==> src/rtl/debounce_pkg.sv <==
// Shared types and default sizing for the button debounce scheduler.
package debounce_pkg;

  localparam int N_BTN_DEF      = 4;
  localparam int TICK_DIV_DEF   = 16;
  localparam int STABLE_CNT_DEF = 4;

  // Scan FSM: wait for a prescaler tick, then walk every button once.
  typedef enum logic {
    IDLE = 1'b0,
    SCAN = 1'b1
  } state_t;

  // Counter/index width that never collapses to zero bits.
  function automatic int cw(input int n);
    return (n > 1) ? $clog2(n) : 1;
  endfunction

endpackage

==> src/rtl/btn_sync.sv <==
// Two-flop synchronizer for one raw button level.
module btn_sync (
  input  logic clk,
  input  logic rst,
  input  logic din,
  output logic dout
);

  logic meta;

  // Two-stage capture; output lags din by two cycles.
  always_ff @(posedge clk) begin
    if (rst) begin
      meta <= 1'b0;
      dout <= 1'b0;
    end else begin
      meta <= din;
      dout <= meta;
    end
  end

endmodule

==> src/rtl/debounce_scheduler.sv <==
// Time-multiplexed debouncer: one shared compare/update path visits each
// button once per prescaler period and accepts a new level only after
// STABLE_CNT consecutive disagreeing scans.
module debounce_scheduler
  import debounce_pkg::*;
#(
  parameter int N_BTN      = N_BTN_DEF,
  parameter int TICK_DIV   = TICK_DIV_DEF,
  parameter int STABLE_CNT = STABLE_CNT_DEF
) (
  input  logic             clk,
  input  logic             rst,
  input  logic [N_BTN-1:0] button,
  output logic [N_BTN-1:0] result,
  output logic [N_BTN-1:0] press,
  // release pulses; 'release' is a reserved word, hence the short name
  output logic [N_BTN-1:0] rel,
  output logic             busy
);

  localparam int              PW       = cw(TICK_DIV);
  localparam int              IW       = cw(N_BTN);
  localparam logic [PW-1:0]   PRE_MAX  = PW'(TICK_DIV - 1);
  localparam logic [IW-1:0]   IDX_LAST = IW'(N_BTN - 1);
  localparam logic [3:0]      STABLE   = 4'(STABLE_CNT);

  logic [N_BTN-1:0]      sync;
  logic [PW-1:0]         pre;
  logic                  tick;
  state_t                state;
  logic [IW-1:0]         idx;
  logic [N_BTN-1:0][3:0] cnt;

  logic       s_bit;
  logic       r_bit;
  logic       differ;
  logic [3:0] c_inc;
  logic       accept;

  // One synchronizer per button.
  btn_sync u_sync [N_BTN-1:0] (
    .clk  (clk),
    .rst  (rst),
    .din  (button),
    .dout (sync)
  );

  assign tick = (pre == PRE_MAX);

  // Free-running scan prescaler, independent of FSM state.
  always_ff @(posedge clk) begin
    if (rst)       pre <= '0;
    else if (tick) pre <= '0;
    else           pre <= pre + 1'b1;
  end

  // Shared compare path for the button selected by idx.
  always_comb begin
    s_bit  = sync[idx];
    r_bit  = result[idx];
    differ = s_bit ^ r_bit;
    c_inc  = cnt[idx] + 4'd1;
    accept = (state == SCAN) && differ && (c_inc == STABLE);
  end

  // Scan FSM plus per-button count/result update; pulses last one cycle
  // and coincide with the first cycle the new result is visible.
  always_ff @(posedge clk) begin
    if (rst) begin
      state  <= IDLE;
      idx    <= '0;
      busy   <= 1'b0;
      result <= '0;
      press  <= '0;
      rel    <= '0;
      cnt    <= '0;
    end else begin
      press <= '0;
      rel   <= '0;
      case (state)
        IDLE: begin
          if (tick) begin
            state <= SCAN;
            busy  <= 1'b1;
            idx   <= '0;
          end
        end
        SCAN: begin
          if (accept) begin
            result[idx] <= ~r_bit;
            press[idx]  <= ~r_bit;
            rel[idx]    <= r_bit;
            cnt[idx]    <= '0;
          end else if (differ) begin
            cnt[idx] <= c_inc;
          end else begin
            cnt[idx] <= '0;
          end
          if (idx == IDX_LAST) begin
            state <= IDLE;
            busy  <= 1'b0;
            idx   <= '0;
          end else begin
            idx <= idx + 1'b1;
          end
        end
        default: begin
          state <= IDLE;
          busy  <= 1'b0;
          idx   <= '0;
        end
      endcase
    end
  end

endmodule

==> config.mk <==
export PLATFORM = sky130hd
export DESIGN_NAME = debounce_scheduler
export DESIGN_NICKNAME = d
export VERILOG_FILES = /design/src/rtl/debounce_pkg.sv /design/src/rtl/btn_sync.sv /design/src/rtl/debounce_scheduler.sv
export SDC_FILE = /design/constraint.sdc
export NUM_CORES = 1
export LEC_CHECK = 0
export CAP_MARGIN = 30
export CORE_ASPECT_RATIO = 1.1
export CORE_MARGIN = 5
export CORE_UTILIZATION = 60
export DETAILED_ROUTE_END_ITERATION = 6
export PLACE_DENSITY = 0.83
export SLEW_MARGIN = 20
export SYNTH_ARGS = -nofsm -noshare
export SYNTH_HDL_FRONTEND = slang
export SYNTH_SLANG_ARGS = --single-unit
export TNS_END_PERCENT = 1
==> constraint.sdc <==
create_clock -name clk -period 5 [get_ports clk]
set_input_delay 0.75 -clock clk [delete_from_list [all_inputs] [get_ports clk]]
set_output_delay 0.75 -clock clk [all_outputs]
set_load 0.01 [all_outputs]
==> results.txt, run 1 <==
crit path kind: flip-flop to flip-flop
layout cells sized above 1: 13.00%
Initial DRC Count: 92
RSZ-0062 raised after global routing: false
cts repair resizes: 0
most common cell after layout, fill and taps aside: dfxtp_1
share of the synthesized area in the top cell type: 45.65%
largest net degree at the start of global routing: 22
Clock transition at path regs: 0.12 ns
Post-Route WL: 4055 um
WHS: 0.4508 ns
grt total ovfl: 0
CTS Buffer Depth: 2
status: finished clean
Final TNS setup: 0 ns
Final Max Slew Viols: 0
Fin. Hold Viols: 0
area leader, netlist: dfxtp_1
die footprint: 4451 um^2
diode count: 0
WL per Instance: 17.33 um
Cell variety after synth: 33
FF+latch count, synth: 44
number of I/O pins: 19
Max transition margin: 48.59%
CP Max Fanout: 9
sequential area share after synthesis: 45.65%
final cycle utilization of the critical path: 55.24%
routability cong.: 0.7789
area delta synth->final: 13.88%
Die W: 64.07 um
total CTS buffers: 5
Layout fillers: 235
post-CTS setup buffer count: 0
vias in the first global route: 1450
commonest non-fill, non-tap cells in the layout: dfxtp_1 (44), clkdlybuf4s50_1 (18), a21oi_1 (17)
Buffers on Ports: 18
# rows: 21
Clock Sinks: 44
total number of vias: 1429
CTS tree: built
DRC Markers: 0
mapped cell area: 1929 um^2
area of the multi-input gates: 998.5 um^2
CP Data Required Time: 5.28 ns
core footprint: 3074 um^2
HPWL after detailed placement: 2931 um
nature of the critical path endpoint: flip-flop
post-layout total power: 0.5940 mW
Synth Warn #: 0
first-pass GRT wire length: 6913 um
vias per cell: 6.107
starting density of the core: 62.76%
Post-CTS Hold Fix Bufs: 0
final net count: 212
total track usage: 19.90%
maxcap violations: 0
register area: 880.8 um^2
final setup fails: 0
Pre-antenna DRT Iters: 4
Hold/Removal Path Class: flip-flop to flip-flop
worst slew pin tran: 0.7687 ns
Layout Skew: 0.007024 ns
Synth Net Count: 193
Pleak: 0.7866 nW
initial antenna violation count: 0
FMAX: 362.0 MHz
ranking of synthesized cells by area: dfxtp_1 (46%), mux4_2 (7.0%), nor2b_1 (5.2%), ha_1 (4.5%), a21oi_1 (4.4%)
Peak VDD IR: 0.2401 mV
Avg Cell Area, Syn: 10.72 um^2
crit path time final: 2.762 ns
htree depth: 2
Critical Path Source Type: flip-flop
Die Y-Extent: 69.48 um
ANT nets after route: 0
CP arrival: 3.04 ns
Root Buffer: clkbuf_4
worst skew pair latency: 0.35 ns
Mapped Cells: 180
power per cell area: 270.3 nW/um^2
area by class of cell:
class	count	share of cell area, %
tap	34	1.936
clock buffer	6	1.879
sequential	44	40.09
timing repair buffer	18	8.200
inverter	5	0.8542
clock inverter	2	1.595
multi-input combinational	125	45.44
state kept, by name, summed over array words and instances, names as in the netlist:
register	flops
idx	2
pre	4
rel	4
result	4
u_sync.meta	4
cnt	16
u_sync.dout	4
press	4
busy	1
state	1
logic make-up after synthesis:
logic type               Yosys count  share of synthesized area [%]
AO/OA/AOI/OAI                     34                          11.67
XOR/XNOR                           5                          4.215
adder cells (fa/ha/maj)            7                          4.539
buffers and inverters             11                          2.593
flip-flops                        44                          45.65
multiplexers                      10                          9.079
AND/OR/NAND/NOR                   69                          22.24
synthesized netlist by cell type (all sizes together):
master and number:
nand3 6, inv 4, mux2i 4, a32o 4
clkbuf 4, nor2 10, nor2b 16, xor2 2
or2 1, nor3b 1, o21a 2, nor4 5
a22oi 4, o2111ai 2, nand2 15, dfxtp 44
nand4b 1, clkinv 1, nor3 4, and2 4
mux4 6, o21ai 5, buf 2, xnor2 3
a21oi 17, ha 7, and3 6
per-layer routing:
layer | up-vias | wire, um | global-route usage, %
li1 | 682 | - | -
met5 | - | 0 | 0
met3 | 12 | 295 | 5.348
met4 | 0 | 115 | 9.931
met2 | 68 | 2078 | 34.64
met1 | 667 | 1565 | 21.63
worst max-delay path, cell delays in order, from the launching register on:
cell	delay, ns
dfxtp_1	0.68
mux4_2	0.67
ha_1	0.25
xor2_1	0.29
nand2_2	0.24
nor4_2	0.33
mux2i_1	0.23
power by group:
part	switching, mW	internal (mW)
registers	0.00287	0.356
logic	0.0114	0.00943
clock network	0.110	0.105
total	0.124	0.470
path summary, 6_finish.rpt:
| check | start | end | slack (ns) | depth (start not counted) |
|---|---|---|---|---|
| max | idx[0] | result[1] | 2.24 | 6 |
| min | u_sync[1].meta | u_sync[1].dout | 0.45 | 1 |
| max reg2reg | idx[0] | result[1] | 2.24 | 6 |
| min reg2reg | u_sync[1].meta | u_sync[1].dout | 0.45 | 1 |
per-stage QoR:
step | area (um^2) | cells | setup slack, ns | util, %
floorplan | 1929 | 180 | 2.711 | -
global placement | 2121 | 226 | 2.234 | 68.99
detailed placement | 2121 | 226 | 2.061 | 68.99
CTS | 2197 | 234 | 2.231 | 71.47
global route | 2197 | 234 | 2.092 | 71.47
finish | 2197 | 234 | 2.238 | 71.47
No activity file was read; power rests on OpenSTA's default activity.
==> run 2, diff against run 1 <==
- CORE_UTILIZATION: 60 -> 50
- PLACE_DENSITY: 0.83 -> 0.74
- clock period: 5 -> 2.45 ns (I/O delays scaled with it)
==> results.txt, run 2 (synthesis gave the netlist of run 1 again) <==
Reg with most FFs: cnt (unchanged)
Root Buffer: clkbuf_8 (was clkbuf_4)
total track usage: 16.19% (was 19.90%)
final net count: 216 (was 212)
grt total ovfl: 0 (unchanged)
HPWL after detailed placement: 2935 um (was 2931 um)
post-CTS setup buffer count: 0 (unchanged)
die footprint: 5202 um^2 (was 4451 um^2)
layout cells sized above 1: 15.69% (was 13.00%)
Buffers on Ports: 18 (unchanged)
diode count: 0 (unchanged)
reg2reg start: idx[1] (was idx[0])
CP arrival: 2.50 ns (was 3.04 ns)
DRC Markers: 0 (unchanged)
critical path, cell by cell: mux4_2 -> ha_1 -> xor2_1 -> nand2_2 -> nor4_2 -> mux2i_1 (unchanged)
total number of vias: 1408 (was 1429)
Pleak: 0.8202 nW (was 0.7866 nW)
Layout Skew: 0.005423 ns (was 0.007024 ns)
commonest non-fill, non-tap cells in the layout: dfxtp_1 (43), clkdlybuf4s50_1 (18), a21oi_1 (17) (was dfxtp_1 (44), clkdlybuf4s50_1 (18), a21oi_1 (17))
ANT nets after route: 0 (unchanged)
worst skew pair latency: 0.30 ns (was 0.35 ns)
largest net degree at the start of global routing: 18 (was 22)
htree depth: 2 (unchanged)
most common cell after layout, fill and taps aside: dfxtp_1 (unchanged)
hold_sp: u_sync[0].meta (was u_sync[1].meta)
max reg flops: 16 (unchanged)
number of I/O pins: 19 (unchanged)
dpl cell area: 2171 um^2 (was 2121 um^2)
Final Max Slew Viols: 0 (unchanged)
nature of the critical path endpoint: flip-flop (unchanged)
first-pass GRT wire length: 6561 um (was 6913 um)
cell family with most CP delay: multiplexers (unchanged)
Peak VDD IR: 0.4370 mV (was 0.2401 mV)
placed cell count: 246 (was 226)
Hold/Removal Path Class: flip-flop to flip-flop (unchanged)
final setup fails: 0 (unchanged)
area delta synth->final: 18.55% (was 13.88%)
routability cong.: 0.8837 (was 0.7789)
core footprint: 3684 um^2 (was 3074 um^2)
RSZ-0062 raised after global routing: false (unchanged)
Clock transition at path regs: 0.09 ns (was 0.12 ns)
CTS tree: built (unchanged)
FMAX: 441.2 MHz (was 362.0 MHz)
Post-Route WL: 3904 um (was 4055 um)
Die W: 69.23 um (was 64.07 um)
Pre-antenna DRT Iters: 4 (unchanged)
Post-Layout Inst Area: 2287 um^2 (was 2197 um^2)
vias in the first global route: 1425 (was 1450)
CP peak stage delay: 0.57 ns (was 0.68 ns)
maxcap violations: 0 (unchanged)
Fin. Hold Viols: 0 (unchanged)
Layout fillers: 316 (was 235)
final cycle utilization of the critical path: 92.50% (was 55.24%)
CTS Buffer Depth: 2 (unchanged)
initial antenna violation count: 0 (unchanged)
worst path bufs/invs: 0 (unchanged)
total CTS buffers: 5 (unchanged)
CP Data Required Time: 2.68 ns (was 5.28 ns)
Critical Path Source Type: flip-flop (unchanged)
power per cell area: 586.0 nW/um^2 (was 270.3 nW/um^2)
CP Max Fanout: 9 (unchanged)
crit path kind: flip-flop to flip-flop (unchanged)
Clock Sinks: 44 (unchanged)
vias per cell: 5.543 (was 6.107)
Final TNS setup: 0 ns (unchanged)
# rows: 23 (was 21)
WL per Instance: 15.37 um (was 17.33 um)
status: finished clean (unchanged)
Max transition margin: 68.87% (was 48.59%)
Crit. Startpoint: idx[1] (was idx[0])
starting density of the core: 52.38% (was 62.76%)
worst slew pin tran: 0.4663 ns (was 0.7687 ns)
Initial DRC Count: 68 (was 92)
Crit-path slowest cell: dfxtp_1 (unchanged)
Die Y-Extent: 75.15 um (was 69.48 um)
crit path time final: 2.266 ns (was 2.762 ns)
final non-filler cell total: 254 (was 234)
==> run 2: metrics by stage <==
stage,util (%),worst slack [ns],hold WS (ns),power (mW)
3_5_place_dp,58.93,0.1622,0.4281,0.7910
3_3_place_gp,58.93,0.2357,0.4273,0.7894
2_1_floorplan,-,0.1610,0.4138,0.7737
4_1_cts,62.06,0.1416,0.4490,1.356
5_1_grt,62.09,0.02926,0.4658,1.390
6_report,62.09,0.1837,0.4438,1.340
==> run 2: layout make-up <==
type | instances | area (um^2) | share of cell area, %
Clock buffer | 5 | 68.82 | 3.009
Multi-Input combinational cell | 125 | 998.5 | 43.65
Inverter | 5 | 18.77 | 0.8206
Sequential cell | 44 | 882.1 | 38.57
Clock inverter | 3 | 46.29 | 2.024
Timing Repair Buffer | 22 | 210.2 | 9.190
Tap cell | 50 | 62.56 | 2.735
==> run 2: path summary, 6_finish.rpt <==
check,depth (start not counted),endpoint,slack [ns]
worst min-delay path,1,u_sync[0].dout,0.44
worst max register to register,6,result[3],0.18
worst max-delay path,6,result[3],0.18
worst min register to register,1,u_sync[0].dout,0.44
==> run 2: timing repair <==
| item | CTS | global route |
|---|---|---|
| resized for setup | 0 | 1 |
| setup endpoints to repair | 0 | 1 |
| hold buffers | 0 | 0 |
==> run 2: where the power goes <==
| group | internal [mW] | switching, mW |
|---|---|---|
| sequential | 0.725 | 0.00536 |
| combinational | 0.0213 | 0.0228 |
| clock | 0.307 | 0.259 |
==> run 2: worst register-to-register path: stages (launching register included) <==
cell and delay, ns:
dfxtp_1 0.57, mux4_2 0.45, ha_1 0.24, xor2_1 0.21, nand2_2 0.21, nor4_2 0.30
mux2i_1 0.23
==> run 2: per-layer routing <==
metal  up-vias  global-route usage (%)  share of wire, %
met5         -                       0                 0
met4         0                   7.375               2.1
met3        10                   4.539               5.1
met2        45                   31.04                53
met1       669                   16.61                39
li1        684                       -                 -
